### config.mk
export PLATFORM = sky130hd
export DESIGN_NAME = nn_dma_img_loader
export DESIGN_NICKNAME = d
export VERILOG_FILES = /design/src/rtl/nn_pkg.sv /design/src/rtl/nn_row_packer.sv /design/src/rtl/nn_dma_img_loader.sv
export SDC_FILE = /design/constraint.sdc
export NUM_CORES = 1
export LEC_CHECK = 0
export BUFFER_PORTS_ARGS = -buffer_cell sky130_fd_sc_hd__buf_2
export CAP_MARGIN = 10
export CORE_MARGIN = 1.5
export CORE_UTILIZATION = 61
export CTS_BUF_LIST = sky130_fd_sc_hd__clkbuf_4 sky130_fd_sc_hd__clkbuf_8
export DETAILED_ROUTE_END_ITERATION = 10
export PLACE_DENSITY_LB_ADDON = 0.15
export REMOVE_ABC_BUFFERS = 1
export SETUP_SLACK_MARGIN = 0.3
export SLEW_MARGIN = 20
export SYNTH_ARGS = -nofsm -noshare
export SYNTH_HDL_FRONTEND = slang
export SYNTH_SLANG_ARGS = --single-unit
### constraint.sdc
create_clock -name i_clk -period 5.42 [get_ports i_clk]
set_input_delay 0 -clock i_clk [delete_from_list [all_inputs] [get_ports i_clk]]
set_output_delay 0 -clock i_clk [all_outputs]
set_load 0.05 [all_outputs]
### src/rtl/nn_pkg.sv
// rtl/nn_pkg.sv - shared NN datapath defaults, loader state encoding and row geometry helper
package nn_pkg;

    localparam int NN_DATA_WIDTH     = 8;
    localparam int NN_DMA_DATA_WIDTH = 16;
    localparam int NN_ROW_NUM        = 6;

    typedef enum logic [1:0] {
        IDLE  = 2'd0,
        FETCH = 2'd1,
        DRAIN = 2'd2,
        DONE  = 2'd3
    } loader_state_e;

    function automatic int nn_words_per_row(input int row_w, input int dma_w);
        return row_w / dma_w;
    endfunction

endpackage

### src/rtl/nn_row_packer.sv
// rtl/nn_row_packer.sv - packs returning DMA words LSB-first into rows and holds each row
// in an output register until the image buffer accepts it
module nn_row_packer #(
    parameter int DMA_DATA_WIDTH = 16,
    parameter int WORDS_PER_ROW  = 3,
    parameter int ROW_DATA_WIDTH = DMA_DATA_WIDTH * WORDS_PER_ROW
) (
    input  logic                      i_clk,
    input  logic                      i_rst_n,
    input  logic                      i_word_vld,
    input  logic [DMA_DATA_WIDTH-1:0] i_word,
    input  logic                      i_full,
    output logic                      o_wr_en,
    output logic [ROW_DATA_WIDTH-1:0] o_wr_data,
    output logic                      o_accept
);

    localparam int WC_W = $clog2(WORDS_PER_ROW);
    localparam logic [WC_W-1:0] LAST_WORD = WC_W'(WORDS_PER_ROW - 1);

    logic [WC_W-1:0]           word_cnt_q, word_cnt_d;
    logic [ROW_DATA_WIDTH-1:0] pack_q, pack_d;
    logic [ROW_DATA_WIDTH-1:0] row_q, row_d;
    logic                      wr_en_q, wr_en_d;
    logic [ROW_DATA_WIDTH-1:0] row_merged;

    assign o_accept  = wr_en_q && !i_full;
    assign o_wr_en   = wr_en_q;
    assign o_wr_data = row_q;

    always_comb begin
        word_cnt_d = word_cnt_q;
        pack_d     = pack_q;
        row_d      = row_q;
        wr_en_d    = wr_en_q;
        row_merged = pack_q;
        for (int k = 0; k < WORDS_PER_ROW; k++) begin
            if (word_cnt_q == WC_W'(k)) begin
                row_merged[k*DMA_DATA_WIDTH +: DMA_DATA_WIDTH] = i_word;
            end
        end
        if (o_accept) begin
            wr_en_d = 1'b0;
        end
        // The issue stall upstream guarantees the holding register is free (or
        // being accepted this cycle) whenever the last word of a row lands.
        if (i_word_vld) begin
            pack_d = row_merged;
            if (word_cnt_q == LAST_WORD) begin
                word_cnt_d = '0;
                row_d      = row_merged;
                wr_en_d    = 1'b1;
            end else begin
                word_cnt_d = word_cnt_q + WC_W'(1);
            end
        end
    end

    always_ff @(posedge i_clk or negedge i_rst_n) begin
        if (!i_rst_n) begin
            word_cnt_q <= '0;
            pack_q     <= '0;
            row_q      <= '0;
            wr_en_q    <= 1'b0;
        end else begin
            word_cnt_q <= word_cnt_d;
            pack_q     <= pack_d;
            row_q      <= row_d;
            wr_en_q    <= wr_en_d;
        end
    end

endmodule

### src/rtl/nn_dma_img_loader.sv
// rtl/nn_dma_img_loader.sv - DMA-to-image-buffer row loader: FSM, DMA/row address counters;
// NN_LOADER_PERF_EN adds the o_stall_cnt backpressure counter
module nn_dma_img_loader
    import nn_pkg::*;
#(
    parameter int DATA_WIDTH      = NN_DATA_WIDTH,
    parameter int ROW_NUM         = NN_ROW_NUM,
    parameter int DMA_DATA_WIDTH  = NN_DMA_DATA_WIDTH,
    parameter int DMA_ADDR_WIDTH  = 10,
    parameter int IMEM_ADDR_WIDTH = 10,
    parameter int ROW_CNT_WIDTH   = 10,
    parameter int ROW_DATA_WIDTH  = DATA_WIDTH * ROW_NUM,
    parameter int WORDS_PER_ROW   = nn_words_per_row(ROW_DATA_WIDTH, DMA_DATA_WIDTH)
) (
    input  logic                       i_clk,
    input  logic                       i_rst_n,
    input  logic                       i_start,
    input  logic [DMA_ADDR_WIDTH-1:0]  i_dma_base,
    input  logic [IMEM_ADDR_WIDTH-1:0] i_imem_base,
    input  logic [ROW_CNT_WIDTH-1:0]   i_row_cnt,
    output logic                       o_busy,
    output logic                       o_done,
    output logic                       o_dma_rd_en,
    output logic [DMA_ADDR_WIDTH-1:0]  o_dma_rd_addr,
    input  logic [DMA_DATA_WIDTH-1:0]  i_dma_rd_data,
    output logic                       o_img_bf_wr_en,
    output logic [IMEM_ADDR_WIDTH-1:0] o_img_bf_wr_addr,
    output logic [ROW_DATA_WIDTH-1:0]  o_img_bf_wr_data,
    input  logic                       i_img_bf_full
`ifdef NN_LOADER_PERF_EN
    ,
    output logic [15:0]                o_stall_cnt
`endif
);

    if ((WORDS_PER_ROW * DMA_DATA_WIDTH != ROW_DATA_WIDTH) || (WORDS_PER_ROW < 2)) begin : g_bad_geometry
        $error("nn_dma_img_loader: row width must be an exact multiple (>=2) of the DMA word width");
    end

    localparam int WIDX_W = $clog2(WORDS_PER_ROW);
    localparam logic [WIDX_W-1:0] LAST_WORD = WIDX_W'(WORDS_PER_ROW - 1);
    localparam logic [ROW_CNT_WIDTH-1:0] ONE_ROW = ROW_CNT_WIDTH'(1);

    loader_state_e              state_q, state_d;
    logic [DMA_ADDR_WIDTH-1:0]  rd_addr_q, rd_addr_d;
    logic [IMEM_ADDR_WIDTH-1:0] wr_addr_q, wr_addr_d;
    logic [WIDX_W-1:0]          word_idx_q, word_idx_d;
    logic [ROW_CNT_WIDTH-1:0]   rows_issue_q, rows_issue_d;
    logic [ROW_CNT_WIDTH-1:0]   rows_acc_q, rows_acc_d;
    logic                       in_flight_q;
    logic                       rd_en;
    logic                       wr_accept;
    logic                       stall;

    assign stall            = o_img_bf_wr_en && i_img_bf_full;
    assign o_busy           = (state_q == FETCH) || (state_q == DRAIN);
    assign o_done           = (state_q == DONE);
    assign o_dma_rd_en      = rd_en;
    assign o_dma_rd_addr    = rd_addr_q;
    assign o_img_bf_wr_addr = wr_addr_q;

    always_comb begin
        state_d      = state_q;
        rd_addr_d    = rd_addr_q;
        wr_addr_d    = wr_addr_q;
        word_idx_d   = word_idx_q;
        rows_issue_d = rows_issue_q;
        rows_acc_d   = rows_acc_q;
        rd_en        = 1'b0;

        if (wr_accept) begin
            wr_addr_d  = wr_addr_q + IMEM_ADDR_WIDTH'(1);
            rows_acc_d = rows_acc_q - ONE_ROW;
        end

        case (state_q)
            IDLE: begin
                if (i_start) begin
                    rd_addr_d    = i_dma_base;
                    wr_addr_d    = i_imem_base;
                    word_idx_d   = '0;
                    rows_issue_d = i_row_cnt;
                    rows_acc_d   = i_row_cnt;
                    state_d      = (i_row_cnt == '0) ? DONE : FETCH;
                end
            end
            FETCH: begin
                // Holding off issue while the output row is blocked bounds the
                // next row's progress to what the pack register can absorb.
                if (!stall) begin
                    rd_en     = 1'b1;
                    rd_addr_d = rd_addr_q + DMA_ADDR_WIDTH'(1);
                    if (word_idx_q == LAST_WORD) begin
                        word_idx_d   = '0;
                        rows_issue_d = rows_issue_q - ONE_ROW;
                        if (rows_issue_q == ONE_ROW) begin
                            state_d = DRAIN;
                        end
                    end else begin
                        word_idx_d = word_idx_q + WIDX_W'(1);
                    end
                end
            end
            DRAIN: begin
                if (wr_accept && (rows_acc_q == ONE_ROW)) begin
                    state_d = DONE;
                end
            end
            DONE: begin
                state_d = IDLE;
            end
            default: begin
                state_d = IDLE;
            end
        endcase
    end

    always_ff @(posedge i_clk or negedge i_rst_n) begin
        if (!i_rst_n) begin
            state_q      <= IDLE;
            rd_addr_q    <= '0;
            wr_addr_q    <= '0;
            word_idx_q   <= '0;
            rows_issue_q <= '0;
            rows_acc_q   <= '0;
            in_flight_q  <= 1'b0;
        end else begin
            state_q      <= state_d;
            rd_addr_q    <= rd_addr_d;
            wr_addr_q    <= wr_addr_d;
            word_idx_q   <= word_idx_d;
            rows_issue_q <= rows_issue_d;
            rows_acc_q   <= rows_acc_d;
            in_flight_q  <= rd_en;
        end
    end

    nn_row_packer #(
        .DMA_DATA_WIDTH (DMA_DATA_WIDTH),
        .WORDS_PER_ROW  (WORDS_PER_ROW),
        .ROW_DATA_WIDTH (ROW_DATA_WIDTH)
    ) u_packer (
        .i_clk      (i_clk),
        .i_rst_n    (i_rst_n),
        .i_word_vld (in_flight_q),
        .i_word     (i_dma_rd_data),
        .i_full     (i_img_bf_full),
        .o_wr_en    (o_img_bf_wr_en),
        .o_wr_data  (o_img_bf_wr_data),
        .o_accept   (wr_accept)
    );

`ifdef NN_LOADER_PERF_EN
    logic [15:0] stall_cnt_q, stall_cnt_d;

    always_comb begin
        stall_cnt_d = stall_cnt_q;
        if ((state_q == IDLE) && i_start) begin
            stall_cnt_d = '0;
        end else if (o_busy && stall && (stall_cnt_q != 16'hFFFF)) begin
            stall_cnt_d = stall_cnt_q + 16'd1;
        end
    end

    always_ff @(posedge i_clk or negedge i_rst_n) begin
        if (!i_rst_n) begin
            stall_cnt_q <= '0;
        end else begin
            stall_cnt_q <= stall_cnt_d;
        end
    end

    assign o_stall_cnt = stall_cnt_q;
`endif

endmodule

==> flow_metrics.env <==
export IMPL_status="finished, final reports clean"
export IMPL_mostFrequentLayoutCell="nand2_1"
export IMPL_cts_hold_fix_buffers=49
export IMPL_seq_area_frac_synth_pct=55.5
export IMPL_root_buffer="clkbuf_8"
export IMPL_portBuffers=121
export IMPL_hold_depth=5
export IMPL_setup_violations=0
export IMPL_placed_area_sq_um=6470
export IMPL_async_flop_share_pct=100
export IMPL_crit_type="reg -> reg"
export IMPL_insertion_delay_ns=0.42
export IMPL_clkSinkCount=128
export IMPL_firstDrtPassIters=6
export IMPL_synth_seq_cells=128
export IMPL_vias=4926
export IMPL_final_cell_mix="nand2_1 (185), dfrtp_1 (128), buf_2 (120)"
export IMPL_hold_slack_ns=0.105
export IMPL_fin_setup_tns_ns=0
export IMPL_rr_startpoint="state_q[1]"
export IMPL_netlist_area_sq_um=5770
export IMPL_grt_max_degree=78
export IMPL_viasPerCell=5.60
export IMPL_grt_pass1_wl_mm=22.7
export IMPL_power_leakage_nw=3.56
export IMPL_antenna_found_initial=0
export IMPL_yosys_warnings=0
export IMPL_final_util_pct=79.9
export IMPL_hold_path_end="rows_issue_q[7]"
export IMPL_ir_drop_mv=0.312
export IMPL_drtIter0Drc=184
export IMPL_hp_class="in -> reg"
export IMPL_slew_viol_final=0
export IMPL_cts_tree="done"
export IMPL_synthFlopType="dfrtp_1"
export IMPL_cts_resized=0
export IMPL_syn_inst=588
export IMPL_dp_hpwl_mm=8.73
export IMPL_track_usage_pct=28.8
export IMPL_critPathCaptureType="register"
export IMPL_synth_cell_types=49
export IMPL_fin_crit_sh_pct=49.6
export IMPL_clk_pin_slew_ns=0.07
export IMPL_initial_core_util_pct=62.7
export IMPL_die_area_sq_um=10100
export IMPL_worstPathRequired_ns=5.75
export IMPL_finalHoldViolCount=0
export IMPL_fillers=628
export IMPL_timing_reg2reg_setup_slack_ns=2.73
export IMPL_die_w_microns=100
export IMPL_cp_max_fo=31
export IMPL_numCtsBuffers=17
export IMPL_drc_errors=0
export IMPL_grt_pass1_vias=4788
export IMPL_min_delay_start="i_start"
export IMPL_worstMarginPinSlew_ns=1.04
export IMPL_gr_total_overflow=0
export IMPL_min_period_ns=2.69
export IMPL_p_per_area_nw_per_um2=688
export IMPL_wl_mm=13.8
export IMPL_timing_rr_end="word_idx_q[0]"
export IMPL_drive_gt1_share_pct=25.8
export IMPL_ant_nets=0
export IMPL_synth_edf_count=0
export IMPL_critPathArrivalTime_ns=3.02
export IMPL_final_cell_area_sq_um=7350
export IMPL_max_freq_mhz=372
export IMPL_gp_congestion=0.877
export IMPL_worst_slew_margin_rel_pct=29.7
export IMPL_cts_buffer_depth=2
export IMPL_maxCapViolations=0
export IMPL_nNetsFinal=816
export IMPL_antenna_cells=0
export IMPL_grt_setup_unrepaired="no"
export IMPL_die_height_microns=100
export IMPL_core_sq_um=9200
export IMPL_post_cts_buffers=0
export IMPL_num_io_pins=122
export IMPL_num_rows=35
export IMPL_h_tree_depth=4
export IMPL_syn_to_final_growth_pct=27.4
export IMPL_syn_avg_cell_area_sq_um=9.81
export IMPL_finClkSkew_ns=0.0133
export IMPL_rr_worst_depth=7
export IMPL_wire_per_inst_microns=15.7
export IMPL_crit_path_start_kind="register"
==> kinds of logic after synthesis <==
| group | share of synthesized area (%) |
|---|---|
| DFF | 55.5 |
| muxes | 6.77 |
| xor gates and xnor gates | 2.58 |
| and+or+nand+nor | 20.9 |
| AOI/OAI and AO/OA | 9.46 |
| buffers and inverters | 2.62 |
| adders and majority gates | 2.17 |
==> critical path, cell delays in order (launching register included) <==
cell      delay, ns
dfrtp_1        0.41
inv_1          0.11
ha_1           0.15
buf_4          0.32
a21boi_1       0.48
o21ai_0        0.49
or3_1          0.47
o21ai_0        0.16
==> sequential cells by signal, summed over array words and instances (netlist names) <==
name,cells
u_packer.pack_q,32
state_q,2
in_flight_q,1
rows_acc_q,10
u_packer.o_wr_en,1
word_idx_q,2
u_packer.o_wr_data,48
o_img_bf_wr_addr,10
u_packer.word_cnt_q,2
o_dma_rd_addr,10
rows_issue_q,10
==> worst max-delay path by stage <==
stage	slack, ns	endpoint	start	cells after the start
5_1_grt	2.50	word_idx_q[0]	state_q[1]	7
4_1_cts	2.74	word_idx_q[0]	state_q[1]	7
3_3_place_gp	3.01	rows_issue_q[8]	state_q[1]	7
3_5_place_dp	2.77	word_idx_q[0]	state_q[1]	7
6_report	2.73	word_idx_q[0]	state_q[1]	7
2_1_floorplan	2.06	word_idx_q[1]	state_q[1]	6
==> where the power goes <==
| group | total, mW | internal, mW | switching [mW] |
|---|---|---|---|
| clock network | 0.815 | 0.415 | 0.400 |
| registers | 1.78 | 1.42 | 0.355 |
| logic | 2.47 | 0.751 | 1.72 |
==> layer usage <==
layer,track usage (%),up-vias,part of all wire (%)
met1,37.2,2386,42
met4,8.99,0,1.6
met5,0,-,0
li1,-,2339,-
met2,48.8,182,51
met3,6.41,19,5.1
==> cell usage after synthesis, types with 2 or more instances <==
cell	n	area share, %
nand2_1	185	12
dfrtp_1	128	56
o21ai_0	37	3.2
mux2_2	32	6.2
clkbuf_1	23	1.5
nand3_1	17	1.5
a21oi_1	16	1.4
inv_1	13	0.85
nor2_1	13	0.85
nor3_1	11	0.95
ha_1	10	2.2
xnor2_1	9	1.4
nor4_1	8	0.87
o22ai_1	8	0.87
xor2_1	8	1.2
nor2b_1	5	0.54
nand2b_1	4	0.43
nand4_1	4	0.43
or3_1	4	0.43
a2bb2oi_1	3	0.46
a41o_1	3	0.52
buf_1	3	0.20
mux2i_1	3	0.52
nor4b_1	3	0.46
or2_2	3	0.33
a21o_1	2	0.26
a311oi_1	2	0.30
a41oi_1	2	0.30
and2_1	2	0.22
and3_1	2	0.22
and4_1	2	0.30
and4b_1	2	0.35
nor3b_1	2	0.26
o211ai_1	2	0.26
o21a_1	2	0.26
or4_1	2	0.26
==> cell type report <==
class / count / area, sq um / share of cell area (%)
multi-input combinational: 420 / 2420 / 33.0
clock buffer: 17 / 234 / 3.18
inverter: 13 / 48.8 / 0.664
sequential: 128 / 3200 / 43.6
tap: 111 / 139 / 1.89
timing repair buffer: 176 / 1140 / 15.6
clock inverter: 14 / 156 / 2.13
==> per-stage QoR <==
stage	setup WS, ns	instances	power [mW]
6_report	2.73	879	5.06
3_5_place_dp	2.77	799	4.20
4_1_cts	2.74	879	5.06
2_1_floorplan	2.06	561	3.57
5_1_grt	2.50	879	5.36
3_3_place_gp	3.01	799	4.09
No activity file was read; power rests on OpenSTA's default activity.
